===== config.mk =====
export PLATFORM = sky130hd
export DESIGN_NAME = cva6_hpdcache_req_arbiter
export DESIGN_NICKNAME = d
export VERILOG_FILES = /design/src/rtl/cva6_hpdcache_arb_pkg.sv /design/src/rtl/cva6_rr_pick.sv /design/src/rtl/cva6_hpdcache_req_arbiter.sv
export SDC_FILE = /design/constraint.sdc
export NUM_CORES = 1
export LEC_CHECK = 0
export BUFFER_PORTS_ARGS = -buffer_cell sky130_fd_sc_hd__buf_2
export CAP_MARGIN = 20
export CORE_AREA = 2 2 342 344
export CTS_BUF_LIST = sky130_fd_sc_hd__clkbuf_8
export CTS_CLUSTER_SIZE = 40
export DETAILED_ROUTE_END_ITERATION = 16
export DIE_AREA = 0 0 344 346
export GPL_ROUTABILITY_DRIVEN = 0
export HOLD_SLACK_MARGIN = 0.08
export PLACE_DENSITY_LB_ADDON = 0.15
export SLEW_MARGIN = 20
export SYNTH_ARGS = -nofsm -noshare
export SYNTH_HDL_FRONTEND = slang
export SYNTH_SLANG_ARGS = --single-unit

===== constraint.sdc =====
create_clock -name clk_i -period 9.78 [get_ports clk_i]
set_input_delay 1.467 -clock clk_i [delete_from_list [all_inputs] [get_ports clk_i]]
set_output_delay 1.467 -clock clk_i [all_outputs]
set_load 0.05 [all_outputs]

===== src/rtl/cva6_hpdcache_arb_pkg.sv =====
// Shared definitions for the CVA6 HPDcache request arbiter: width helpers,
// memory-side TID packing and the canonical requester indices.
package cva6_hpdcache_arb_pkg;

    localparam int unsigned LOAD  = 0;
    localparam int unsigned STORE = 1;
    localparam int unsigned AMO   = 2;
    localparam int unsigned PTW   = 3;

    function automatic int unsigned calc_src_w(input int unsigned nr_req);
        return (nr_req > 1) ? $clog2(nr_req) : 1;
    endfunction

    function automatic int unsigned calc_mem_tid_w(input int unsigned nr_req,
                                                   input int unsigned tid_w);
        return calc_src_w(nr_req) + tid_w;
    endfunction

    // Memory TID layout is {src_idx, req_tid}.
    function automatic logic [31:0] pack_mem_tid(input logic [31:0]   src,
                                                 input logic [31:0]   tid,
                                                 input int unsigned   tid_w);
        return (src << tid_w) | tid;
    endfunction

    function automatic logic [31:0] unpack_src(input logic [31:0] mem_tid,
                                               input int unsigned tid_w);
        return mem_tid >> tid_w;
    endfunction

endpackage


===== src/rtl/cva6_rr_pick.sv =====
// Combinational round-robin picker: returns the first set request at or
// after ptr, wrapping modulo NrReq.
module cva6_rr_pick #(
    parameter int unsigned NrReq = 4,
    parameter int unsigned SrcW  = 2
) (
    input  logic [NrReq-1:0] req,
    input  logic [SrcW-1:0]  ptr,
    output logic             found,
    output logic [SrcW-1:0]  idx
);

    logic [SrcW-1:0] cand;

    always_comb begin
        found = 1'b0;
        idx   = '0;
        cand  = '0;
        for (int unsigned i = 0; i < NrReq; i++) begin
            cand = SrcW'((32'(ptr) + i) % NrReq);
            if (!found && req[cand]) begin
                found = 1'b1;
                idx   = cand;
            end
        end
    end

endmodule


===== src/rtl/cva6_hpdcache_req_arbiter.sv =====
// Shares the HPDcache core request port among NrReq requesters: round-robin
// grant with lock-until-accept, TID source tagging, per-source credit caps.
module cva6_hpdcache_req_arbiter
    import cva6_hpdcache_arb_pkg::*;
#(
    parameter int unsigned NrReq          = 4,
    parameter int unsigned ReqTidWidth    = 3,
    parameter int unsigned PayloadWidth   = 141,
    parameter int unsigned RspDataWidth   = 64,
    parameter int unsigned MaxOutstanding = 7,
    localparam int unsigned SrcW          = calc_src_w(NrReq),
    localparam int unsigned MemTidW       = calc_mem_tid_w(NrReq, ReqTidWidth)
) (
    input  logic                          clk_i,
    input  logic                          rst_ni,
    input  logic                          drain_i,
    output logic                          drained_o,
    input  logic [NrReq-1:0]              req_valid_i,
    output logic [NrReq-1:0]              req_ready_o,
    input  logic [NrReq*PayloadWidth-1:0] req_payload_i,
    input  logic [NrReq*ReqTidWidth-1:0]  req_tid_i,
    input  logic [NrReq-1:0]              req_need_rsp_i,
    output logic                          mem_valid_o,
    input  logic                          mem_ready_i,
    output logic [PayloadWidth-1:0]       mem_payload_o,
    output logic [MemTidW-1:0]            mem_tid_o,
    output logic                          mem_need_rsp_o,
    input  logic                          mem_rsp_valid_i,
    input  logic [MemTidW-1:0]            mem_rsp_tid_i,
    input  logic [RspDataWidth-1:0]       mem_rsp_data_i,
    input  logic                          mem_rsp_error_i,
    output logic [NrReq-1:0]              rsp_valid_o,
    output logic [ReqTidWidth-1:0]        rsp_tid_o,
    output logic [RspDataWidth-1:0]       rsp_data_o,
    output logic                          rsp_error_o,
    output logic                          proto_err_o
);

    localparam int unsigned     CntW       = 4;
    localparam logic [CntW-1:0] CNT_MAX    = CntW'(MaxOutstanding);
    localparam logic [SrcW:0]   NR_REQ_EXT = NrReq[SrcW:0];

    logic                        lock_q;
    logic [SrcW-1:0]             lock_idx_q;
    logic [SrcW-1:0]             rr_ptr_q;
    logic [NrReq-1:0][CntW-1:0]  cnt_q, cnt_d;
    logic                        proto_err_q, proto_err_d;

    logic [PayloadWidth-1:0]     payload_arr [NrReq];
    logic [ReqTidWidth-1:0]      tid_arr [NrReq];
    logic [NrReq-1:0]            eligible;
    logic [NrReq-1:0]            cnt_inc, cnt_dec;
    logic                        pick_found;
    logic [SrcW-1:0]             pick_idx, sel_idx, rr_next;
    logic                        handshake;
    logic [SrcW-1:0]             rsp_src;
    logic                        rsp_src_ok;

    always_comb begin
        for (int k = 0; k < int'(NrReq); k++) begin
            payload_arr[k] = req_payload_i[k*PayloadWidth +: PayloadWidth];
            tid_arr[k]     = req_tid_i[k*ReqTidWidth +: ReqTidWidth];
            eligible[k]    = req_valid_i[k] && !drain_i && (cnt_q[k] < CNT_MAX);
        end
    end

    cva6_rr_pick #(
        .NrReq (NrReq),
        .SrcW  (SrcW)
    ) i_rr_pick (
        .req   (eligible),
        .ptr   (rr_ptr_q),
        .found (pick_found),
        .idx   (pick_idx)
    );

    // A locked request bypasses eligibility so drain or a full counter cannot strand it.
    assign sel_idx        = lock_q ? lock_idx_q : pick_idx;
    assign mem_valid_o    = lock_q | pick_found;
    assign handshake      = mem_valid_o & mem_ready_i;
    assign mem_payload_o  = mem_valid_o ? payload_arr[sel_idx] : '0;
    assign mem_tid_o      = mem_valid_o
                          ? MemTidW'(pack_mem_tid(32'(sel_idx), 32'(tid_arr[sel_idx]), ReqTidWidth))
                          : '0;
    assign mem_need_rsp_o = mem_valid_o & req_need_rsp_i[sel_idx];
    assign rr_next        = (sel_idx == SrcW'(NrReq - 1)) ? '0 : sel_idx + 1'b1;

    always_comb begin
        req_ready_o = '0;
        if (handshake) begin
            req_ready_o[sel_idx] = 1'b1;
        end
    end

    assign rsp_src    = SrcW'(unpack_src(32'(mem_rsp_tid_i), ReqTidWidth));
    assign rsp_src_ok = ({1'b0, rsp_src} < NR_REQ_EXT);

    always_comb begin
        rsp_valid_o = '0;
        if (mem_rsp_valid_i && rsp_src_ok) begin
            rsp_valid_o[rsp_src] = 1'b1;
        end
    end

    assign rsp_tid_o   = mem_rsp_valid_i ? mem_rsp_tid_i[ReqTidWidth-1:0] : '0;
    assign rsp_data_o  = mem_rsp_valid_i ? mem_rsp_data_i : '0;
    assign rsp_error_o = mem_rsp_valid_i & mem_rsp_error_i;

    always_comb begin
        cnt_d       = cnt_q;
        proto_err_d = proto_err_q;
        cnt_inc     = '0;
        cnt_dec     = '0;
        if (mem_rsp_valid_i && !rsp_src_ok) begin
            proto_err_d = 1'b1;
        end
        for (int k = 0; k < int'(NrReq); k++) begin
            cnt_inc[k] = handshake && mem_need_rsp_o && (sel_idx == SrcW'(k));
            cnt_dec[k] = mem_rsp_valid_i && rsp_src_ok && (rsp_src == SrcW'(k));
            if (cnt_inc[k] && !cnt_dec[k]) begin
                cnt_d[k] = cnt_q[k] + CntW'(1);
            end else if (cnt_dec[k] && !cnt_inc[k]) begin
                // A response with no credit outstanding is a protocol error; hold at zero.
                if (cnt_q[k] == '0) begin
                    proto_err_d = 1'b1;
                end else begin
                    cnt_d[k] = cnt_q[k] - CntW'(1);
                end
            end
        end
    end

    always_ff @(posedge clk_i or negedge rst_ni) begin
        if (!rst_ni) begin
            lock_q      <= 1'b0;
            lock_idx_q  <= '0;
            rr_ptr_q    <= '0;
            cnt_q       <= '0;
            proto_err_q <= 1'b0;
        end else begin
            if (handshake) begin
                lock_q   <= 1'b0;
                rr_ptr_q <= rr_next;
            end else if (mem_valid_o) begin
                lock_q     <= 1'b1;
                lock_idx_q <= sel_idx;
            end
            cnt_q       <= cnt_d;
            proto_err_q <= proto_err_d;
        end
    end

    assign drained_o   = !lock_q && (cnt_q == '0);
    assign proto_err_o = proto_err_q;

endmodule


## Word level (Yosys, flattened, before mapping)

Index checks and enable logic that the tools add are counted.

- Bits in registers: 22
- Input bits: 659
- Output and inout port bits: 226
- Word-level logic and storage cells: 173

- $add $sub $neg: 12
- $lt $le $gt $ge: 13
- Eq/ne operators: 10
- Mux-type cells: 62
- Bitwise operators: 7
- Reduce and logical (&&, ||, !) cells: 61

Operator list:

| operator | count |
|---|---|
| $mux 141 | 3 |
| $bmux 141 s2 | 1 |
| $mux 64 | 1 |
| $mux 4 | 14 |
| $logic_and 1x1->1 | 31 |
| $mux 1 | 25 |
| $lt 2x3->1 const B | 6 |
| $add 4x1->4 const B | 4 |
| $logic_not 16->1 | 1 |
| $logic_not 4->1 | 4 |
| $lt 4x3->1 const B | 4 |
| $sub 4x1->4 const B | 4 |
| $logic_not 1->1 | 13 |
| $mux 2 | 6 |
| $bmux 1 s2 | 5 |
| $reduce_and 2->1 | 5 |
| $reduce_bool 2->1 | 5 |
| $mux 3 | 3 |
| $eq 2x2->1 const B | 4 |
| $ne 2x2->1 const B | 4 |
| $bmux 3 s2 | 1 |
| $mux 5 | 1 |
| $or 5x3->5 | 1 |
| $add 2x1->2 const B | 2 |
| other kinds (10) | 17 |

## Longest topological paths before layout

- Word-level depth: 34
- Mapped depth: 19
- Mapped depth without buffers: 18

## Hierarchy

From an unflattened synthesis, not the netlist that was laid out.

- Cell total of the unflattened synthesis: 1,803
- Area total of the unflattened synthesis: 11,703.7 µm²

By module, submodules not included:

| module | times used | cells an instance | area an instance (µm²) | seq. area each (µm²) |
|---|---|---|---|---|
| cva6_hpdcache_req_arbiter | 1 | 1,788 | 11,626.2 | 550.5 |
| cva6_rr_pick | 1 | 15 | 77.6 | 0.0 |

## Worst setup path after synthesis

OpenSTA, ideal clock, no wires.

- Kind: input port to output port
- Start: input req_valid_i[0]
- End: output mem_payload_o[10]
- Arrival time: 3.848 ns
- Required time: 8.313 ns
- Setup slack: 4.465 ns
- Stages: 9
- Path buffers: 2
- Cells stage by stage: nor3b_4 > and3b_1 > a2111o_1 > a21o_1 > nand2_2 > inv_2 > buf_6 > buf_6 > o22ai_1

- Word-level cells in the longest chain between the ends: 20
- Elaborated cells on any way between the ends: 31
- Classes of those cells: mux (21); bitwise (2); reduce/logical (8)

Ends and longest elaborated chain:

| what | RTL line | source |
|---|---|---|
| start: declaration | cva6_hpdcache_req_arbiter.sv:18 | `input logic [NrReq-1:0] req_valid_i,` |
| $logic_and 1x1->1 (*) (2 in series) | cva6_hpdcache_req_arbiter.sv:63 | `eligible[k] = req_valid_i[k] && !drain_i && (cnt_q[k] < CNT_MAX);` |
| $bmux 1 s2 | cva6_rr_pick.sv:21 | `if (!found && req[cand]) begin` |
| $mux 1 (implied by the code) | cva6_rr_pick.sv:21 |  |
| $mux 1 | cva6_rr_pick.sv:21 |  |
| $logic_not 1->1 | cva6_rr_pick.sv:21 |  |
| $logic_and 1x1->1 | cva6_rr_pick.sv:21 |  |
| $mux 1 | cva6_rr_pick.sv:21 |  |
| $logic_not 1->1 | cva6_rr_pick.sv:21 |  |
| [... 2 more ...] | - |  |
| $logic_not 1->1 | cva6_rr_pick.sv:21 |  |
| $logic_and 1x1->1 | cva6_rr_pick.sv:21 |  |
| $mux 2 | cva6_rr_pick.sv:21 |  |
| $mux 2 | cva6_hpdcache_req_arbiter.sv:78 | `assign sel_idx = lock_q ? lock_idx_q : pick_idx;` |
| $not 2->3 (implied by the code) | cva6_hpdcache_req_arbiter.sv:81 | `assign mem_payload_o = mem_valid_o ? payload_arr[sel_idx] : '0;` |
| $bmux 141 s2 | cva6_hpdcache_req_arbiter.sv:81 |  |
| $mux 141 (implied by the code) (2 in series) | cva6_hpdcache_req_arbiter.sv:81 |  |
| $mux 141 (*) | cva6_hpdcache_req_arbiter.sv:81 |  |
| end: declaration | cva6_hpdcache_req_arbiter.sv:25 | `output logic [PayloadWidth-1:0] mem_payload_o,` |

Every way passes the cells marked *; elsewhere a longest branch is shown, timed or not. The select of a mux whose other input is x is not followed.

## Final worst setup path

- Start: input drain_i
- End: register cnt_q[11] in the netlist's numbering

- Word-level cells in the longest chain between the ends: 25
- Elaborated cells on any way between the ends: 47
- Classes of those cells: eq/ne (2); mux (20); bitwise (3); reduce/logical (22)

Ends and longest elaborated chain:

| what | RTL line | source |
|---|---|---|
| start: declaration | cva6_hpdcache_req_arbiter.sv:16 | `input logic drain_i,` |
| $logic_not 1->1 (*) | cva6_hpdcache_req_arbiter.sv:63 |  |
| $logic_and 1x1->1 (2 in series) | cva6_hpdcache_req_arbiter.sv:63 |  |
| $bmux 1 s2 | cva6_rr_pick.sv:21 |  |
| $mux 1 (implied by the code) | cva6_rr_pick.sv:21 |  |
| $mux 1 | cva6_rr_pick.sv:21 |  |
| $logic_not 1->1 | cva6_rr_pick.sv:21 |  |
| $logic_and 1x1->1 | cva6_rr_pick.sv:21 |  |
| $mux 1 | cva6_rr_pick.sv:21 |  |
| [... 8 more ...] | - |  |
| $mux 1 (implied by the code) | cva6_hpdcache_req_arbiter.sv:85 | `assign mem_need_rsp_o = mem_valid_o & req_need_rsp_i[sel_idx];` |
| $and 1x1->1 | cva6_hpdcache_req_arbiter.sv:85 |  |
| $logic_and 1x1->1 | cva6_hpdcache_req_arbiter.sv:118 | `cnt_inc[k] = handshake && mem_need_rsp_o && (sel_idx == SrcW'(k));` |
| $logic_and 1x1->1 (*) | cva6_hpdcache_req_arbiter.sv:118 |  |
| $logic_not 1->1 | cva6_hpdcache_req_arbiter.sv:122 | `end else if (cnt_dec[k] && !cnt_inc[k]) begin` |
| $logic_and 1x1->1 | cva6_hpdcache_req_arbiter.sv:122 |  |
| $reduce_bool 2->1 (no source line) | - |  |
| $reduce_and 2->1 (no source line) | - |  |
| end signal: assignment | cva6_hpdcache_req_arbiter.sv:148 | `cnt_q <= cnt_d;` |
| end: declaration | cva6_hpdcache_req_arbiter.sv:46 | `logic [NrReq-1:0][CntW-1:0] cnt_q, cnt_d;` |

Marked as above.
A chain may end at the register's enable or synchronous reset.

==> reports/metrics.csv <==
stage;metric;value;unit
pwr;power_density;361;nW/um^2
pwr;intPower;1.42;mW
placement;dp_hpwl;60900;microns
worst_setup_path;cpPeakStageDelay;0.68;ns
sta;rsz0062_at_grt;false;
pwr;irDropWorstVdd;211;uV
layout;synthToLayoutAreaGrowth;85.5;%
synthesis;yosysSeqAreaShare;7.92;%
die;placementRows;125;
drt;drcViolationCount;0;
drt;viasPerCell;3.23;
clocking;post_cts_buffers;0;
clocking;numCtsBuffers;3;
synthesis;ys_async_sr_fraction;100;%
worst_setup_path;end_kind;register;
min_path;hold_path_class;register to register;
worst_setup_path;worstPathArrival;6.22;ns
clocking;htreeDepth;1;
min_path;hold_depth;1;
die;initial_core_util;6.02;%
layout;layout_commonest_cell;buf_2;
worst_setup_path;r2r_cells;19;
placement;dp_slack;3.39;ns
die;die_area;119000;sq um
grt;grt_antenna_before_repair;46;
clocking;clk_pin_slew_worst_paths;0.09;ns
die;core;115000;sq um
placement;place_area;12800;sq um
sta;timing.final.ws_setup;3.73;ns
grt;first_global_vias;10426;
die;die_h;346;microns
worst_setup_path;path_class;input port to register;
worst_setup_path;worst_path_most_repeated_cell;ha_1;
sta;period_share;61.9;%
clocking;holdBufCountCts;0;
sta;timing.hold.ws;0.505;ns
sta;worst_pin_slew;0.935;ns
sta;fin_crit;6.05;ns
layout;drive_gt1_share;60.0;%
sta;relSlewSlack;37.7;%
pwr;total_power;4.65;mW
clocking;cts_tree;yes;
sta;final-setup-viol-count;0;
clocking;cts-root-buf;clkbuf_8;
sta;fin_setup_tns;0;ns
clocking;clk_path_buf_depth;2;
pwr;sw_frac_of_total;69.6;%
clocking;clkSinkCount;22;
sta;drv_slew;0;
layout;final_cell_mix;buf_2, mux2i_1, o22ai_1;
grt;groute.usage.overall;10.4;%
synthesis;synth_edf_count;0;
die;die_w;344;microns
placement;portBuffers;884;
die;num_io_pins;885;
pwr;power_frac_seq;4.2;%
layout;fillCellCount;13482;
synthesis;synth_cells;780;
pwr;p_clk_share;1.3;%
pwr;p_comb_share;94.4;%
synthesis;ys_ff_latch;22;
flow_run;cap_violations;0;
sta;hold_viol;0;
worst_setup_path;cp.required;9.95;ns
outcome;outcome;finished clean;
pwr;switchingPower;3.24;mW
drt;dr.pass1.iters;4;
worst_setup_path;path_cells;buf_2, nor3b_1, and2_4, a2111o_1, a21o_1, nand2_2, inv_6, buf_4, ha_1, nand2_1, a2111oi_0, or2_1, ha_1, inv_1, ha_1, a21o_1, a21oi_1, xnor2_1, nand2_1, xnor2_1;
worst_setup_path;r2r-start;cnt_q[11];
clocking;clock_latency;0.28;ns
synthesis;synth_area_per_cell;8.92;sq um
worst_setup_path;crit_slowest_cell;buf_4;
synthesis;syn-cell-area;6950;sq um
grt;grt_max_degree;100;
drt;drt-initial-drc-count;404;
worst_setup_path;startpoint_type;input port;
pwr;p_leak;6.44;nW
min_path;holdCritStartpoint;cnt_q[15];
drt;ant_nets;0;
grt;gr-total-overflow;0;
clocking;ctsResizeCount;0;
synthesis;yosysWarnings;0;
synthesis;syn_nets;1463;
worst_setup_path;critPathMaxFanout;62;
worst_setup_path;cp-startpoint;drain_i;
drt;wirelength;67300;microns
layout;fin_area;12900;sq um
drt;dr_total_vias;10103;
sta;max_freq;165;MHz
grt;grt_pass1_wl;86300;microns
sta;worst_clock_skew;0.00165;ns
synthesis;synth_flop_cell;dfrtp_1;
synthesis;yosysUniqueCellTypes;55;
layout;nets;2289;
drt;wire_per_inst;21.5;microns
## cell usage after synthesis (14+ instances only)
cell     number  area share (%)
buf_4        22             2.4
mux2i_1     288              41
nand2_1      27             1.5
buf_6        21             3.4
buf_2        17             1.2
inv_1        14            0.76
dfrtp_1      22             7.9
o22ai_1      96             8.6
o22ai_2      50             9.0
ha_1         20             3.6
nor2_1       20             1.1
and2_1       73             6.6
## per-layer routing
metal  up-vias  GRT usage [%]  share of wire, %
met1      4735           11.8                39
met4        18           1.17               1.5
met5         -              0              0.16
met3        93           2.52               8.0
met2       630           19.7                52
li1       4627              -                 -
## final timing paths
| check | end | slack (ns) |
|---|---|---|
| setup / recovery | cnt_q[11] | 3.73 |
| hold / removal | cnt_q[15] | 0.50 |
| setup reg to reg | cnt_q[11] | 4.59 |
| hold reg to reg | cnt_q[15] | 0.50 |
| max in group asynchronous | cnt_q[13] | 8.21 |
| min in group asynchronous | cnt_q[14] | 1.17 |
## stage by stage
stage / util [%] / cells
2_1_floorplan: - / 780
6_report: 11.2 / 3132
5_1_grt: 11.2 / 3131
4_1_cts: 11.2 / 3128
3_5_place_dp: 11.1 / 3125
3_3_place_gp: 11.1 / 3125
## worst max-delay path, delay by kind of cell
kind	cells	cell delay, ns
AO/OA/AOI/OAI	5	1.45
buffers and inverters	4	1.20
AND/OR/NAND/NOR	6	1.03
adder cells (fa/ha/maj)	3	0.70
XOR/XNOR	2	0.27
## cell type report
| type | count | area, sq um | area share, % |
|---|---|---|---|
| inverter | 15 | 61.3 | 0.475 |
| clock buffer | 3 | 41.3 | 0.320 |
| multi-input combinational | 670 | 5800 | 45.0 |
| antenna | 4 | 10.0 | 0.0776 |
| tap | 1524 | 1910 | 14.8 |
| sequential | 22 | 551 | 4.27 |
| timing repair buffer | 894 | 4520 | 35.1 |
## cells by family (layout without fill, tap and decap cells)
family | count (synthesis) | in the layout | share of synthesized area, %
DFF | 22 | 22 | 7.92
adders and majority gates | 24 | 24 | 4.75
xor gates and xnor gates | 16 | 16 | 2.02
other | 0 | 4 | 0
AOI/OAI and AO/OA | 184 | 184 | 21.9
buffers and inverters | 88 | 912 | 8.67
and+or+nand+nor | 156 | 156 | 13.0
muxes | 290 | 290 | 41.8
## registers in the layout, summed over array words and instances (netlist names)
| signal | flops |
|---|---|
| cnt_q | 16 |
| lock_idx_q | 2 |
| lock_q | 1 |
| proto_err_o | 1 |
| rr_ptr_q | 2 |
## power groups by stage
| stage | combinational [mW] | clock (mW) | sequential (mW) |
|---|---|---|---|
| 6_report | 4.39 | 0.0627 | 0.197 |
| 5_1_grt | 4.63 | 0.0696 | 0.206 |
| 4_1_cts | 4.45 | 0.0680 | 0.199 |
| 3_5_place_dp | 4.44 | 0 | 0.201 |
| 3_3_place_gp | 4.44 | 0 | 0.203 |
| 2_1_floorplan | 3.51 | 0 | 0.181 |
No activity file was read; power rests on OpenSTA's default activity.
